[config.mk]
export PLATFORM = sky130hd
export DESIGN_NAME = block_queue
export DESIGN_NICKNAME = d
export VERILOG_FILES = /design/src/rtl/block_queue.sv
export SDC_FILE = /design/constraint.sdc
export NUM_CORES = 1
export LEC_CHECK = 0
export BUFFER_PORTS_ARGS = -buffer_cell sky130_fd_sc_hd__buf_2
export CAP_MARGIN = 40
export CORE_MARGIN = 10
export CORE_UTILIZATION = 59
export CTS_BUF_LIST = sky130_fd_sc_hd__clkbuf_4
export DETAILED_ROUTE_END_ITERATION = 10
export HOLD_SLACK_MARGIN = 0.03
export PLACE_DENSITY = 0.91
export SETUP_SLACK_MARGIN = 0.3
export SLEW_MARGIN = 0
export SYNTH_ARGS = -nofsm -noshare
export SYNTH_HDL_FRONTEND = slang
export SYNTH_SLANG_ARGS = --single-unit
[constraint.sdc]
create_clock -name clock -period 6.6 [get_ports clock]
set_clock_uncertainty 0.15 [all_clocks]
set_input_delay 0.99 -clock clock [delete_from_list [all_inputs] [get_ports clock]]
set_output_delay 0.99 -clock clock [all_outputs]
set_load 0.02 [all_outputs]
[src/rtl/block_queue.sv]
// Circular block FIFO between the word-to-block assembler and the block device.
// First-word-fall-through output; back-pressure to the assembler via block_in_hold.
module block_queue #(
  parameter int BSIZE     = 128,
  parameter int DEPTH     = 4,
  parameter int AFULL_LVL = DEPTH - 1
) (
  input  logic             clock,
  input  logic             reset,
  input  logic             flush,
  input  logic [BSIZE-1:0] block_in,
  input  logic             block_in_ready,
  output logic             block_in_hold,
  output logic [BSIZE-1:0] block_out,
  output logic             block_out_valid,
  input  logic             block_read,
  output logic [$clog2(DEPTH):0] level,
  output logic             almost_full,
  output logic             underflow_err
);

  localparam int AW = $clog2(DEPTH);
  localparam logic [AW:0] DEPTH_L = DEPTH[AW:0];
  localparam logic [AW:0] AFULL_L = AFULL_LVL[AW:0];

  // Handshakes: a push happens on an edge where block_in_ready is high and
  // block_in_hold is low; a pop happens on an edge where block_read is high
  // and block_out_valid is high. Neither hold nor valid depends on the
  // same-cycle request, so both sides may keep their request asserted.

  logic [BSIZE-1:0] mem [DEPTH];
  logic [AW:0]      rd_ptr;
  logic [AW:0]      wr_ptr;
  logic             empty;
  logic             full;
  logic             push;
  logic             pop;

  // Extra pointer MSB separates full from empty; subtraction wraps naturally.
  assign level = wr_ptr - rd_ptr;
  assign empty = (level == '0);
  assign full  = (level == DEPTH_L);
  assign push  = block_in_ready & ~full;
  assign pop   = block_read & ~empty;

  assign block_in_hold   = full;
  assign block_out_valid = ~empty;
  assign almost_full     = (level >= AFULL_L);
  assign block_out       = empty ? '0 : mem[rd_ptr[AW-1:0]];

  always_ff @(posedge clock) begin
    if (!reset) begin
      rd_ptr        <= '0;
      wr_ptr        <= '0;
      underflow_err <= 1'b0;
    end else if (flush) begin
      rd_ptr        <= '0;
      wr_ptr        <= '0;
      underflow_err <= 1'b0;
    end else begin
      if (push) wr_ptr <= wr_ptr + 1'b1;
      if (pop)  rd_ptr <= rd_ptr + 1'b1;
      if (block_read && empty) underflow_err <= 1'b1;
    end
  end

  // Storage is never cleared; only pointers define what is valid.
  always_ff @(posedge clock) begin
    if (reset && !flush && push) mem[wr_ptr[AW-1:0]] <= block_in;
  end

endmodule

After elaboration in Yosys (flattened, before gate mapping). Memories as Yosys holds them, arrays and structs flattened. A register that Yosys moved wholly into a read port is not among the register bits. Cells that the tools add are included. Widths: inputs -> output; s select.

Register bits: 7. Memory bits (writable): 512. Input bits: 133. Output and inout port bits: 135. Memories kept: 1.

Memories: mem (words 4, bits a word 128, read ports 1, clocked after Yosys merged registers in 1, write ports 1, RTL line 31) `logic [BSIZE-1:0] mem [DEPTH];`.

Add/subtract/negate cells: 3. $lt $le $gt $ge: 1. Equal/unequal tests: 1. Multiplexer cells: 5. Bitwise gates (word level): 5. Reductions and logical operators: 6.

Operators with widths (count): $mux 128 (1); $add 3x1->3 const B (2); $mux 2 (2); $eq 3x3->1 const B (1); $ge 3x2->1 const B (1); $logic_and 1x1->1 (3); $logic_not 3->1 (1); $not 1->1 (3); $sub 3x3->3 (1); $and 1x1->1 (2); $mux 1 (2); $reduce_or 2->1 (1); $logic_not 1->1 (1).

Longest topological paths before layout.
Depth after elaboration: 7. Depth in mapped cells: 8. Gate-level depth less buffers: 6.

Least setup slack after synthesis. Ideal clock, no wire load.

Path type: register to register. Start: register wr_ptr[0]. End: memory mem[3][0], enable pin. Library setup time: 503 ps. Data arrival time: 4695 ps. Required time: 5947 ps. Path slack: 1252 ps. Cell stages (with the launch flop): 7. Buffers on the path: 0. Clock period less this slack: 5348 ps. Path through: dfxtp_1 inv_1 ha_1 fa_1 xnor3_2 o21a_1 and3_1.

Longest elaborated chain between the ends: 7.

RTL lines: from (decl) (RTL line 33) `logic [AW:0] wr_ptr;`; from (signal assigned) (RTL line 61) `if (push) wr_ptr <= wr_ptr + 1'b1;`; $sub 3x3->3 (RTL line 40) `assign level = wr_ptr - rd_ptr;`; $eq 3x3->1 (RTL line 42) `assign full = (level == DEPTH_L);`; $not 1->1 (RTL line 43) `assign push = block_in_ready & ~full;`; $and 1x1->1 (RTL line 43); $logic_and 1x1->1 (RTL line 69) `if (reset && !flush && push) mem[wr_ptr[AW-1:0]] <= block_in;`; $mux 1 (RTL line 69); $mux 1 (not written as such) (RTL line 69); to (decl) (RTL line 31).

Several ways; a longest one is shown, not always the timed one.

Worst setup path after layout.
Start: register wr_ptr[0]. End: output port block_out[75].

Longest elaborated chain between the ends: 3.

RTL lines: $sub 3x3->3 (RTL line 40); $logic_not 3->1 (RTL line 41) `assign empty = (level == '0);`; $mux 128 (RTL line 49) `assign block_out = empty ? '0 : mem[rd_ptr[AW-1:0]];`; to (decl) (RTL line 14) `output logic [BSIZE-1:0] block_out,`.

Every way passes these cells.

==> results.txt <==
- CTS Hold Buffers Added: 0
* Maximum number of pins on one net before global-route repair: 85
- Counting every sink on the clock net gives 521.
* Critical Path, Cell by Cell: inv_1, ha_1, fa_1, xnor3_2, nand2_4, buf_16, and2_1, buf_2
- The first TritonRoute pass finished after 5 iterations.
* Total grt overflow: 0
- Of the cells placed in the final design, the portion with a size suffix greater than 1 is 0.458.
* I/O pins: between 200 and 300
- Dividing the detail-routed via count by the number of cells gives 5.56.
* Insertion delay of the later-clocked pin in the worst-skew pair: 0.79 ns
- Worst hold margin: 0.258 ns
- Post-synth design cell area: 19,900 sq um
* Total routed wirelength: 40,700 um
- Setup violations remaining at the end of the flow were counted as 0.
* Slowest library cell on the worst path: sky130_fd_sc_hd__xnor3_2
* Number of register bits inferred by synthesis: 521
* Initial drt markers: 725
- TritonCTS built the clock tree.
- Commonest cells after routing, fill and taps aside: 512 x sky130_fd_sc_hd__edfxtp_1, 267 x sky130_fd_sc_hd__buf_2, 180 x sky130_fd_sc_hd__clkbuf_4
- For this run, the slowest stage of the critical path takes 0.50 ns.
- Syn Nets: 1,009
- In this run the number of cells on the critical path is 8.
- Timing would allow up to around 0.21 GHz.
- In this run the power density over the cells is 288 nW/um^2.
- During synthesis, Yosys emitted a total of 0 warnings.
* Buffer and inverter count on the worst path: 3
* Class of the worst hold path: in2reg
* Hpwl dp: 24,900 um
* Flip-flop and latch area: between 15,000 and 20,000 sq um
* Sequential-to-total area share from yosys stat: 0.782
* Post-Syn Instances: 869
- Synth-to-Final Area Change: 18.0%
- The number of gates resized after CTS was 0.
- Worst reg2reg path depth: 8
- Across the run, the number of max-cap violations was 0.
- Of the available clock period, the critical path in the final layout requires 0.721.
- The worst setup path is launched from a flip-flop.
- Summing all multi-input logic gate instances after layout gives 4060 sq um.
- Setup Crit Path Kind: reg2out
- The die is 204 um tall.
- IR analysis of the VDD net gives a maximum drop of between 0.2 and 0.25 mV.
* Die Span X: 204 um
- Via count of the routed design: slightly below 10,000
- Routed wirelength normalized by instance count: 22.7 um
- Number of global-route vias before repair: 10,700
- Fin Setup TNS: 0 ns
* Leakage Power: 0.00823 uW
- After filler insertion, the fill cell instance count of the layout stands at 2,032.
- At the worst endpoint, the required time is 5.46 ns.
- Number of post-CTS setup repair buffers: 0
* Floorplan row count: between 60 and 70
* Root cell of the clock tree: sky130_fd_sc_hd__clkbuf_4
- Hold violation total from the final report: 0
* Count of buffers inserted at the top-level ports: around 270
- Initial antenna violation count: 16
- Counting along the longest clock path gives a buffer depth of 3.
* Top-area cell type share of the netlist area: 0.773
- Starting utilization of the core area: 0.596
- Headroom to the max-slew limit: 0.384
- Number of unique standard cell types used by synthesis: 27
* Unrepaired setup endpoints after global routing: false
- By area the synthesized netlist is led by sky130_fd_sc_hd__edfxtp_1 77%, sky130_fd_sc_hd__mux4_2 14%, sky130_fd_sc_hd__and2_1 4.1%.
- In this design, the largest share of critical-path delay is due to adder cells.
- For this run, the total global-route usage over all layers was measured as 0.197.
- After detailed routing, the number of remaining DRC violations is 0.
- The count of nets left with antenna violations once routing finished came out at 0.
* Final critical path time including I/O delays and setup: approximately 4.8 ns
- Wire length of the first global-routing pass: 62,300 um
* Leading area contributor after synthesis: sky130_fd_sc_hd__edfxtp_1
* Syn_area_per_cell: 22.9 sq um
- The H-tree was split into 3 levels.
- Clock Pin Slew Worst Setup and Hold Paths: 0.08 ns
- Worst Setup End Kind: output pin
- In this run the worst path has a maximum fanout of 84.
- Area of the core: 33,400 sq um
* NumNets Final: ~1,400
* Outcome: finished clean
* Actual transition at the worst max-transition pin: a little over 0.9 ns
* Max-slew violation count: 0
* Worst path arrival time: 3.62 ns
* Global placer's final weighted congestion: approximately 0.73
- Leaving out fill and tap cells, the most frequent cell in the layout is sky130_fd_sc_hd__edfxtp_1.
* Hold Crit Depth: 1
* Floorplan die area: about 41,000 sq um
* Total CTS buffers: 119
-- final cells by class --
class                      instances  share of cell area
sequential                       521               0.663
clock inverter                    42              0.0116
timing repair buffer             282              0.0692
inverter                           5            0.000799
tap                              448              0.0239
antenna                           10             0.00107
multi-input combinational        300               0.173
clock buffer                     180              0.0576
-- flip-flops by register name, indices dropped and copies added (netlist names), named ones only --
| name | cells |
|---|---|
| mem | 512 |
| wr_ptr | 3 |
| underflow_err | 1 |
| rd_ptr | 3 |
-- per-layer routing --
layer,share of wire,global-route usage
met1,0.38,0.249
met2,0.51,0.315
met3,0.095,0.0674
met4,0.015,0.0711
met5,0.0024,0
-- final timing paths --
kind | slack [ns] | start | endpoint
max | 1.84 | wr_ptr[0]$_SDFFE_PP0P_ | block_out[75]
min | 0.26 | block_in[47] | mem[1][47]$_DFFE_PP_
min reg2reg | 0.36 | wr_ptr[1]$_SDFFE_PP0P_ | wr_ptr[1]$_SDFFE_PP0P_
max reg2reg | 2.81 | wr_ptr[0]$_SDFFE_PP0P_ | mem[1][36]$_DFFE_PP_
-- cell families (layout without fill, tap and decap cells) --
| group | Yosys count | in the layout | synth area share |
|---|---|---|---|
| DFF | 521 | 521 | 0.782 |
| and+or+nand+nor | 149 | 149 | 0.0455 |
| muxes | 134 | 134 | 0.148 |
| buffers and inverters | 48 | 509 | 0.0151 |
| AOI/OAI and AO/OA | 8 | 8 | 0.00321 |
| adders and majority gates | 7 | 7 | 0.00478 |
| xor gates and xnor gates | 2 | 2 | 0.00164 |
| other | 0 | 10 | 0 |
-- metrics by stage --
step           utilization  power [uW]  instances  cell area [sq um]  setup WS, ns
2_1_floorplan            -        4050        869              19900          1.25
6_report             0.704        6750       1788              23500          1.84
3_3_place_gp         0.649        4210       1549              21700          2.60
4_1_cts              0.703        6830       1778              23500          1.76
3_5_place_dp         0.654        4240       1556              21800          2.65
5_1_grt              0.703        7040       1783              23500          1.64
-- power breakdown --
part	switching [uW]	internal [uW]	total [uW]
Combinational	293	186	478
Clock	1190	1400	2590
Sequential	14.3	3670	3680
Total	1500	5260	6750
-- synth_stat cells --
cell type / number
sky130_fd_sc_hd__o21a_1: 1
sky130_fd_sc_hd__xnor3_2: 1
sky130_fd_sc_hd__ha_1: 6
sky130_fd_sc_hd__mux2i_1: 6
sky130_fd_sc_hd__and2_1: 129
sky130_fd_sc_hd__nand2_1: 10
sky130_fd_sc_hd__buf_6: 11
sky130_fd_sc_hd__fa_1: 1
sky130_fd_sc_hd__clkbuf_1: 12
sky130_fd_sc_hd__inv_1: 5
sky130_fd_sc_hd__nand2_2: 1
sky130_fd_sc_hd__a21boi_2: 1
sky130_fd_sc_hd__buf_4: 5
sky130_fd_sc_hd__o211a_1: 2
sky130_fd_sc_hd__a31oi_1: 1
sky130_fd_sc_hd__o2111ai_1: 1
sky130_fd_sc_hd__a21oi_1: 1
sky130_fd_sc_hd__and3_1: 4
sky130_fd_sc_hd__nand2b_1: 2
sky130_fd_sc_hd__buf_2: 15
sky130_fd_sc_hd__nor2_1: 1
sky130_fd_sc_hd__dfxtp_1: 9
sky130_fd_sc_hd__mux4_2: 128
sky130_fd_sc_hd__o21ai_0: 1
sky130_fd_sc_hd__nor2b_1: 2
sky130_fd_sc_hd__xnor2_1: 1
sky130_fd_sc_hd__edfxtp_1: 512
-- worst reg2reg max path, stage by stage, from the launching register on --
cell                      delay [ns]
sky130_fd_sc_hd__dfxtp_1        0.39
sky130_fd_sc_hd__inv_1          0.11
sky130_fd_sc_hd__ha_1           0.21
sky130_fd_sc_hd__fa_1           0.43
sky130_fd_sc_hd__xnor3_2        0.46
sky130_fd_sc_hd__o21a_1         0.31
sky130_fd_sc_hd__and3_4         0.58
sky130_fd_sc_hd__buf_16         0.29
sky130_fd_sc_hd__buf_12         0.38
(Power assumes the default switching activity.)
